<file path="src/rtl/hacd_pkg.sv">
// Shared types and constants for the decompression page writer.
// Holds the FSM state type, page geometry constants and the AXI write payload struct.
// No logic; imported by the page writer and its handshake tracker.
package hacd_pkg;

    localparam int AXI_ADDR_W = 64;
    localparam int AXI_DATA_W = 512;
    localparam int PG_LINES   = 64;   // 4 KB page / 64 B cacheline
    localparam int PAGE_SHIFT = 12;   // byte offset bits within a page
    localparam int LINE_SHIFT = 6;    // byte offset bits within a cacheline

    typedef enum logic [2:0] {
        ST_IDLE,
        ST_WR_REQ,
        ST_WR_RESP,
        ST_DONE,
        ST_BUS_ERROR
    } pgwr_state_t;

    typedef struct packed {
        logic [AXI_ADDR_W-1:0]   addr;
        logic [7:0]              awlen;
        logic [AXI_DATA_W-1:0]   data;
        logic [AXI_DATA_W/8-1:0] strb;
        logic                    last;
    } axi_wr_pld_t;

endpackage

</file>
<file path="src/rtl/hawk_axi_wr_hs.sv">
// Per-line AW/W dual-handshake tracker: records which of the two channels has completed.
// Latency: flags set on the edge of each handshake; o_both_done is combinational (same cycle).
// Backpressure: none of its own; it only observes valid/ready pairs. Ports: i_clr wipes both flags.
module hawk_axi_wr_hs (
    input  logic clk_i,
    input  logic rst_ni,
    input  logic i_clr,
    input  logic i_awvalid,
    input  logic i_awready,
    input  logic i_wvalid,
    input  logic i_wready,
    output logic o_aw_done,
    output logic o_w_done,
    output logic o_both_done
);
    logic r_aw_done;
    logic r_w_done;
    logic w_aw_hs;
    logic w_w_hs;

    assign w_aw_hs = i_awvalid & i_awready;
    assign w_w_hs  = i_wvalid & i_wready;

    always_ff @(posedge clk_i or negedge rst_ni) begin
        if (!rst_ni) begin
            r_aw_done <= 1'b0;
            r_w_done  <= 1'b0;
        end else if (i_clr) begin
            r_aw_done <= 1'b0;
            r_w_done  <= 1'b0;
        end else begin
            if (w_aw_hs) r_aw_done <= 1'b1;
            if (w_w_hs)  r_w_done  <= 1'b1;
        end
    end

    // Counts a handshake completing this cycle, so both channels may finish together or apart.
    assign o_both_done = (r_aw_done | w_aw_hs) & (r_w_done | w_w_hs);
    assign o_aw_done   = r_aw_done;
    assign o_w_done    = r_w_done;

endmodule

</file>
<file path="src/rtl/hawk_decomp_pgwr.sv">
// Page writer: drains 64 decompressed lines from the show-ahead FIFO as single-beat AXI4 writes.
// Latency: 2 cycles per line best case; done_o pulses 129 cycles after start_i is sampled.
// Backpressure: one write outstanding; stalls with valids low on FIFO empty, holds valids on !ready.
// Ports: start_i/dst_base_i request, wdfifo_* FIFO head/pop, aw*/w*/b* AXI write, busy_o/done_o/err_o status.
module hawk_decomp_pgwr
    import hacd_pkg::*;
#(
    parameter int ADDR_W = AXI_ADDR_W,
    parameter int DATA_W = AXI_DATA_W,
    parameter int LINES  = PG_LINES
) (
    input  logic                clk_i,
    input  logic                rst_ni,
    input  logic                start_i,
    input  logic [ADDR_W-1:0]   dst_base_i,
    input  logic                wdfifo_empty_i,
    input  logic [DATA_W-1:0]   wdfifo_rdata_i,
    output logic                wdfifo_pop_o,
    output logic                awvalid_o,
    input  logic                awready_i,
    output logic [ADDR_W-1:0]   awaddr_o,
    output logic [7:0]          awlen_o,
    output logic                wvalid_o,
    input  logic                wready_i,
    output logic [DATA_W-1:0]   wdata_o,
    output logic [DATA_W/8-1:0] wstrb_o,
    output logic                wlast_o,
    input  logic                bvalid_i,
    input  logic [1:0]          bresp_i,
    output logic                bready_o,
    output logic                busy_o,
    output logic                done_o,
    output logic                err_o
);
    localparam int LINE_W  = $clog2(LINES);
    localparam int PAGE_W  = ADDR_W - PAGE_SHIFT;
    localparam int LFIELD_W = PAGE_SHIFT - LINE_SHIFT;

    pgwr_state_t        r_state;
    pgwr_state_t        w_state_nxt;
    logic [PAGE_W-1:0]  r_page;
    logic [LINE_W-1:0]  r_line_cnt;
    logic               r_err;

    logic w_hs_clr, w_start, w_line_adv, w_err_set;
    logic w_aw_done, w_w_done, w_both_done;
    logic w_in_req, w_awvalid, w_wvalid, w_last_line;
    logic w_unused_ok;
    axi_wr_pld_t w_pld;

    // The page offset of the caller's base address is meaningless; writes always start at line 0.
    assign w_unused_ok = ^dst_base_i[PAGE_SHIFT-1:0];

    assign w_last_line = (r_line_cnt == LINE_W'(LINES - 1));

    // Valids are Moore: state, flags and FIFO level only. AW may go on an empty FIFO once the
    // beat has already left, so a raised AW never drops before its handshake.
    assign w_in_req  = (r_state == ST_WR_REQ);
    assign w_wvalid  = w_in_req & ~w_w_done & ~wdfifo_empty_i;
    assign w_awvalid = w_in_req & ~w_aw_done & (~wdfifo_empty_i | w_w_done);

    hawk_axi_wr_hs u_hs (
        .clk_i       (clk_i),
        .rst_ni      (rst_ni),
        .i_clr       (w_hs_clr),
        .i_awvalid   (w_awvalid),
        .i_awready   (awready_i),
        .i_wvalid    (w_wvalid),
        .i_wready    (wready_i),
        .o_aw_done   (w_aw_done),
        .o_w_done    (w_w_done),
        .o_both_done (w_both_done)
    );

    always_ff @(posedge clk_i or negedge rst_ni) begin
        if (!rst_ni) r_state <= ST_IDLE;
        else         r_state <= w_state_nxt;
    end

    always_comb begin
        w_state_nxt = r_state;
        w_hs_clr    = 1'b0;
        w_start     = 1'b0;
        w_line_adv  = 1'b0;
        w_err_set   = 1'b0;
        bready_o    = 1'b0;
        busy_o      = 1'b1;
        done_o      = 1'b0;
        case (r_state)
            ST_IDLE: begin
                busy_o = 1'b0;
                if (start_i) begin
                    w_start     = 1'b1;
                    w_hs_clr    = 1'b1;
                    w_state_nxt = ST_WR_REQ;
                end
            end
            ST_WR_REQ: begin
                if (w_both_done) w_state_nxt = ST_WR_RESP;
            end
            ST_WR_RESP: begin
                bready_o = 1'b1;
                if (bvalid_i) begin
                    if (bresp_i == 2'b00) begin
                        if (w_last_line) begin
                            w_state_nxt = ST_DONE;
                        end else begin
                            w_line_adv  = 1'b1;
                            w_hs_clr    = 1'b1;
                            w_state_nxt = ST_WR_REQ;
                        end
                    end else begin
                        w_err_set   = 1'b1;
                        w_state_nxt = ST_BUS_ERROR;
                    end
                end
            end
            ST_DONE: begin
                done_o      = 1'b1;
                w_state_nxt = ST_IDLE;
            end
            ST_BUS_ERROR: begin
                // Terminal until reset.
            end
            default: w_state_nxt = ST_IDLE;
        endcase
    end

    always_ff @(posedge clk_i or negedge rst_ni) begin
        if (!rst_ni) begin
            r_page     <= '0;
            r_line_cnt <= '0;
            r_err      <= 1'b0;
        end else begin
            if (w_start) begin
                r_page     <= dst_base_i[ADDR_W-1:PAGE_SHIFT];
                r_line_cnt <= '0;
            end else if (w_line_adv) begin
                r_line_cnt <= r_line_cnt + LINE_W'(1);
            end
            if (w_err_set) r_err <= 1'b1;
        end
    end

    // Payload is zeroed while W is idle so all outputs read 0 out of reset.
    always_comb begin
        w_pld.addr  = {r_page, LFIELD_W'(r_line_cnt), {LINE_SHIFT{1'b0}}};
        w_pld.awlen = 8'd0;
        w_pld.data  = w_wvalid ? wdfifo_rdata_i : '0;
        w_pld.strb  = w_wvalid ? '1 : '0;
        w_pld.last  = w_wvalid;
    end

    assign awvalid_o    = w_awvalid;
    assign wvalid_o     = w_wvalid;
    assign awaddr_o     = w_pld.addr;
    assign awlen_o      = w_pld.awlen;
    assign wdata_o      = w_pld.data;
    assign wstrb_o      = w_pld.strb;
    assign wlast_o      = w_pld.last;
    assign wdfifo_pop_o = w_wvalid & wready_i;
    assign err_o        = r_err;

endmodule

</file>
<file path="config.mk">
export PLATFORM = sky130hd
export DESIGN_NAME = hawk_decomp_pgwr
export DESIGN_NICKNAME = d
export VERILOG_FILES = /design/src/rtl/hacd_pkg.sv /design/src/rtl/hawk_axi_wr_hs.sv /design/src/rtl/hawk_decomp_pgwr.sv
export SDC_FILE = /design/constraint.sdc
export NUM_CORES = 1
export LEC_CHECK = 0
export CAP_MARGIN = 30
export CORE_AREA = 5 5 484 486
export DETAILED_ROUTE_END_ITERATION = 12
export DIE_AREA = 0 0 489 491
export GPL_TIMING_DRIVEN = 0
export PLACE_DENSITY = 0.3
export RECOVER_POWER = 100
export SETUP_SLACK_MARGIN = 0.1
export SLEW_MARGIN = 10
export SYNTH_ARGS = -nofsm -noshare
export SYNTH_HDL_FRONTEND = slang
export SYNTH_SLANG_ARGS = --single-unit
</file>
<file path="constraint.sdc">
create_clock -name clk_i -period 7.4 [get_ports clk_i]
set_clock_uncertainty 0.2 [all_clocks]
set_input_delay 1.11 -clock clk_i [delete_from_list [all_inputs] [get_ports clk_i]]
set_output_delay 1.11 -clock clk_i [all_outputs]
set_load 0.02 [all_outputs]
</file>
==> run summary, run 1 <==
result of the run: finished with violations
violations in the final reports: capacitance limit, slew limit
pins over their slew limit: 67
yosys warns: 0
share of flip-flops with an asynchronous set or reset after synthesis: 100%
fin nets: 2772
register bit count reported by yosys: 64
placeable core area: 0.229 mm^2
Hold Startpoint: r_page[2]
Yosys top cell area share: 47.9%
vias in the first global route: 12.3k
number of buffers added to fix hold violations after cts: 0
DRT Wirelength: 197000 um
initial core utilization: 2.93%
startpoint-to-endpoint class of the critical path: input pin to output pin
share of the core filled with cells: 10.2%
largest net degree at the start of global routing: 76
startpoint of the worst register-to-register path: r_state[1]
Critical Path End Type: output pin
cell internal power dissipation: 2.55 mW
Post-Syn Area per Cell: 7.15 um^2
register-to-register path setup slack: 4.12 ns
tightest hold margin: 0.269 ns
CTS max path bufs: 2
count of buffers from port buffering: 1214
number of H-tree levels: 3
max capacitance violation total: 2
Min Clock Period, post-route: 6.44 ns
Clk Latency, worst-skew pair: 0.40 ns
buffer count from post-CTS setup fixing: 0
most numerous cell types in the synthesized netlist: and2_1, nand2_1, buf_4
switching part of the total power: 56.6%
die area: 0.240 mm^2
setup repair after global routing missed its margin: no
Total Power Consumption: 5.88 mW
maximum fanout count along the critical path: 10
reg-to-reg endpoint: r_page[26]
Post-synth EDFFs: 0
clock root buffer: clkbuf_16
endpoint with the worst hold slack: r_page[2]
Cells after Synth: 938
maximum ir drop on the vdd rail: 203 uV
largest area contributor in the netlist: and2_1
Sum Neg Setup Slack: 0 ns
dominant cells by area after synthesis: and2_1, dfrtp_1, nand2_1
fraction of final layout cells sized beyond drive strength 1: 5.57%
CTS resizes: 0
Overflow after GRT: 0
synthesis-to-layout area growth: 247%
number of violations reported at the end of detailed-routing iteration 0: 637
Worst Reg-to-Reg Cells: 7
cell area after technology mapping: 0.00671 mm^2
number of remaining DRC errors: 0
final std cell area, no fill: 0.0233 mm^2
detailed-router iteration count before antenna repair: 5
net switching power: 3.33 mW
chip height: 491 um
post-DR wirelength/cell: 37.4 um
relative contribution of sequential cells to total power: 10.2%
most instantiated library cell after synthesis: and2_1
total clock buffers created by CTS: 9
Vias/cell: 2.35
pin slew with the least headroom to its limit: 2.53 ns
count of final hold-check violations: 0
relative slew slack: -68.7%
wire length of the first global-routing pass: 225000 um
PD cells: 252 mW/mm^2
proportion of synthesized chip area in sequential cells: 23.9%
Netlist cell types: 33
last weighted congestion value of the routability-driven placer: 0.899
logic gate share of total power: 81.0%
fmax: 155 MHz
dpl cell area: 0.0228 mm^2
overall via count from detail_route: 12.4k
number of cells on the worst hold path: 2
clock share of power: 8.8%
final count of negative-setup-slack endpoints: 0
count of antenna-violating nets left after detailed routing: 0
min-delay worst type: flop to flop
HPWL after DPL: 188000 um
Reg clk slew, reported paths: 0.05 ns
Cell Rows: 176
leading register cell type out of synthesis: dfrtp_1
number of clock sinks seen by CTS: 64
CTS tree: yes
crit path DAT: 5.13 ns
Pleak: 9.81 nW
period utilisation layout: 87.1%
# IOs: 1241
initial antenna violation count: 228
sort of element at the start of the critical path: input pin
combined global-route utilization of all metal layers: 15.8%
Die Width: 489 um
WP data required: 6.09 ns
cell families (layout without fill, tap and decap cells):
family                     count (synthesis)  count (layout)  synth area share (%)
adders and majority gates                  1               1                 0.187
muxes                                      2               2                 0.298
AOI/OAI and AO/OA                         18              18                  2.11
other                                      1              68                0.0559
buffers and inverters                    152            1392                  14.4
and+or+nand+nor                          699             699                  59.0
DFF                                       64              64                  23.9
xor gates and xnor gates                   1               1                 0.131
cell usage in the layout, fill, tap and decap left out, types with 7 or more instances in the layout:
master	instances
clkbuf_2	13
clkbuf_16	9
clkdlybuf4s50_1	648
buf_4	80
buf_16	7
dlygate4sd3_1	565
nand2_1	162
and2_1	483
and2_0	31
clkbuf_1	55
conb_1	14
diode_2	54
dfrtp_1	64
per-stage QoR:
step / setup WS, ns / std cells
2_1_floorplan: 3.46 / 951
3_3_place_gp: 0.604 / 5191
3_5_place_dp: 1.58 / 5196
4_1_cts: 1.58 / 5212
5_1_grt: 0.757 / 5220
6_report: 0.955 / 5271
flip-flops by register name (all words and copies together) (netlist names):
name,cells
r_page,52
u_hs.o_aw_done,1
err_o,1
r_line_cnt,6
u_hs.o_w_done,1
r_state,3
how the worst max path moves through the flow:
stage | startpoint | slack (ns) | to
finish | wdfifo_empty_i | 0.96 | wdata_o[187]
global route | wdfifo_empty_i | 0.76 | wdata_o[282]
CTS | wdfifo_empty_i | 1.58 | wdata_o[492]
detailed placement | wdfifo_empty_i | 1.58 | wdata_o[492]
global placement | wdfifo_empty_i | 0.60 | wdata_o[506]
floorplan | wdfifo_empty_i | 3.46 | wdata_o[502]
cell type report:
type	count	area, um^2
Inverter	5	20.0
Clock inverter	7	103
Fill cell	26600	206000
Timing Repair Buffer	1224	12400
Clock buffer	9	225
Sequential cell	64	1600
Multi-Input combinational cell	735	4180
Tap cell	3026	3790
Antenna cell	54	135
Buffer	147	883
metal layers:
metal	GRT usage (%)	vias up	share of wire [%]
li1	-	5288	-
met1	19.4	5640	43
met2	25.7	1095	45
met3	7.89	247	11
met4	1.35	96	1.1
met5	0	-	0.31
critical path, cell delays in order:
cell and delay, ns:
clkdlybuf4s50_1 0.47, nor3_1 0.71, clkbuf_1 0.75, clkbuf_2 0.38
and2_1 0.53, dlygate4sd3_1 1.08
power groups by stage:
stage | registers, mW | clock network, mW | logic [mW]
2_1_floorplan | 0.760 | 0 | 1.75
3_3_place_gp | 0.607 | 0 | 5.24
3_5_place_dp | 0.608 | 0 | 5.21
4_1_cts | 0.610 | 0.553 | 5.24
5_1_grt | 0.622 | 0.550 | 5.05
6_report | 0.601 | 0.515 | 4.77
Power figures use the tool's default switching activity.
==> run 2: changes to the inputs <==
--- a/config.mk
+++ b/config.mk
@@ -9,6 +9,7 @@
 export CORE_AREA = 5 5 484 486
 export DETAILED_ROUTE_END_ITERATION = 12
 export DIE_AREA = 0 0 489 491
+export GPL_ROUTABILITY_DRIVEN = 0
 export GPL_TIMING_DRIVEN = 0
 export PLACE_DENSITY = 0.3
 export RECOVER_POWER = 100
==> run summary, run 2 (synthesis results as in run 1) <==
result of the run: finished with violations
violations in the final reports: capacitance limit, slew limit
final critical-path setup slack: 1.20 ns (+0.249 ns)
Sum Neg Setup Slack: 0 ns (unchanged)
initial antenna violation count: 276 (+21%)
most common cell after layout, fill and taps aside: clkdlybuf4s50_1
clock root buffer: clkbuf_16
logic gate share of total power: 80.3% (-0.7 points)
max FFs per register: 52 (unchanged)
library cell contributing the largest single delay on the critical path: clkbuf_1
number of cells on the worst hold path: 2 (unchanged)
Filler Cell Count: 26.6k (-0.15%)
number of buffers added to fix hold violations after cts: 0 (unchanged)
PD cells: 247 mW/mm^2 (-2.3%)
Cell Rows: 176 (unchanged)
die area: 0.240 mm^2 (unchanged)
biggest registers after layout: r_page x52, r_line_cnt x6, r_state x3
Setup WS pre-CTS: 1.92 ns (+0.339 ns)
post-DR wirelength/cell: 35.8 um (-4.2%)
Worst Reg-to-Reg Cells: 7 (unchanged)
number of clock sinks seen by CTS: 64 (unchanged)
buffers plus inverters on the worst setup path: 5 (+1)
fin nets: 2766 (-0.22%)
wire length of the first global-routing pass: 217000 um (-3.5%)
pin slew with the least headroom to its limit: 3.10 ns (+0.570 ns)
Min Clock Period, post-route: 6.20 ns (-0.249 ns)
initial core utilization: 2.93% (unchanged)
final std cell area, no fill: 0.0232 mm^2 (-0.50%)
maximum fanout count along the critical path: 11 (+1)
sort of element at the start of the critical path: input pin
count of buffers from port buffering: 1214 (unchanged)
number of H-tree levels: 3 (unchanged)
period utilisation layout: 83.7% (-3.4 points)
CTS resizes: 0 (unchanged)
tightest hold margin: 0.272 ns (+0.00347 ns)
Vias/cell: 2.43 (+3.5%)
buffer count from post-CTS setup fixing: 0 (unchanged)
clock share of power: 9.2% (+0.4 points)
crit path DAT: 4.89 ns (-0.24 ns)
count of antenna-violating nets left after detailed routing: 0 (unchanged)
maximum ir drop on the vdd rail: 216 uV (+6.4%)
register-to-register path setup slack: 4.00 ns (-0.12 ns)
maximum single-stage delay on the critical path: 0.97 ns (-0.11 ns)
CTS max path bufs: 2 (unchanged)
Critical Path End Type: output pin
DRT Wirelength: 189000 um (-4.2%)
cells along the critical path: clkdlybuf4s50_1 -> nor3_4 -> buf_16 -> clkbuf_1 -> clkbuf_1 -> and2_1 -> dlygate4sd3_1
Die Width: 489 um (unchanged)
Pleak: 9.75 nW (-0.61%)
relative contribution of sequential cells to total power: 10.4% (+0.2 points)
relative slew slack: -107% (-38 points)
final count of negative-setup-slack endpoints: 0 (unchanged)
max capacitance violation total: 1 (-1)
Post-Layout Cell Count: 5272 (+0.019%)
overall via count from detail_route: 12.8k (+3.5%)
critical path depth: 7 (+1)
fraction of final layout cells sized beyond drive strength 1: 5.90% (+0.34 points)
HPWL after DPL: 180000 um (-4.5%)
most frequent cell on the critical path: clkbuf_1
DP Cell Count: 5195 (-0.019%)
combined global-route utilization of all metal layers: 15.1% (-0.69 points)
cell type group with the largest total delay on the critical path: buffers and inverters
cell internal power dissipation: 2.56 mW (+0.26%)
pins over their slew limit: 44 (-34%)
number of violations reported at the end of detailed-routing iteration 0: 749 (+18%)
startpoint-to-endpoint class of the critical path: input pin to output pin
net switching power: 3.16 mW (-5.1%)
setup repair after global routing missed its margin: no
synthesis-to-layout area growth: 246%
placeable core area: 0.229 mm^2 (unchanged)
storage element area: 0.00160 mm^2 (unchanged)
largest net degree at the start of global routing: 76 (unchanged)
# IOs: 1241 (unchanged)
CTS tree: yes
switching part of the total power: 55.2% (-1.4 points)
detailed-router iteration count before antenna repair: 4 (-1)
count of final hold-check violations: 0 (unchanged)
chip height: 491 um (unchanged)
most frequent cells in the layout: clkdlybuf4s50_1, dlygate4sd3_1, and2_1
number of remaining DRC errors: 0 (unchanged)
register ranked first by flip-flop count: r_page
min-delay worst type: flop to flop
Overflow after GRT: 0 (unchanged)
WP data required: 6.09 ns (about the same)
Total Power Consumption: 5.72 mW (-2.8%)
footprint of the multi-input gates: 0.00419 mm^2 (+0.27%)
share of the core filled with cells: 10.1% (-0.051 points)
vias in the first global route: 12.3k (+0.19%)
total clock buffers created by CTS: 9 (unchanged)
fmax: 161 MHz (+4.0%)
Clk Latency, worst-skew pair: 0.42 ns (+0.02 ns)
dpl cell area: 0.0228 mm^2 (-0.10%)
Reg clk slew, reported paths: 0.07 ns (+0.02 ns)
-- run 2: cell types whose count changed in the layout (fill, tap and decap cells not counted), sizes merged --
cell           previous run  this run
dlygate4sd3             565       549
clkdlybuf4s50           648       664
clkbuf                   77       140
diode                    54        61
buf                      90        21
-- run 2: power by group through the flow --
stage | Combinational (mW) | Sequential (mW) | Clock [mW]
6_report | 4.59 | 0.597 | 0.528
5_1_grt | 4.87 | 0.616 | 0.559
4_1_cts | 5.04 | 0.605 | 0.562
3_5_place_dp | 5.01 | 0.605 | 0
3_3_place_gp | 5.03 | 0.606 | 0
2_1_floorplan | 1.75 | 0.760 | 0
-- run 2: layout make-up --
cell class / instances / area share (%)
inverters: 5 / 0.0864
clock buffers: 9 / 0.972
flip-flops and latches: 64 / 6.91
plain buffers: 147 / 3.89
multi-input cells: 735 / 18.1
clock inverters: 7 / 0.443
diodes: 61 / 0.659
well taps: 3026 / 16.3
repair buffers: 1218 / 52.6
-- run 2: per-layer routing --
| layer | routed length [um] | global-route usage (%) | up-vias |
|---|---|---|---|
| met5 | 1510 | 0 | - |
| met4 | 1920 | 1.32 | 224 |
| met1 | 72100 | 16.8 | 5783 |
| met2 | 80800 | 23.3 | 1128 |
| li1 | - | - | 5305 |
| met3 | 32500 | 12.0 | 361 |
-- run 2: final timing paths --
| check | end | start |
|---|---|---|
| min in group asynchronous | r_page[51] | rst_ni |
| hold / removal | r_page[38] | r_page[38] |
| setup reg to reg | r_page[50] | r_state[1] |
| max in group asynchronous | r_page[2] | rst_ni |
| hold reg to reg | r_page[38] | r_page[38] |
| setup / recovery | wdata_o[282] | wdfifo_empty_i |
-- run 2: tightest hold or removal path, stage by stage (launching register included) --
cell	delay, ns
dfrtp_1	0.34
nand2_1	0.05
nand2_1	0.06
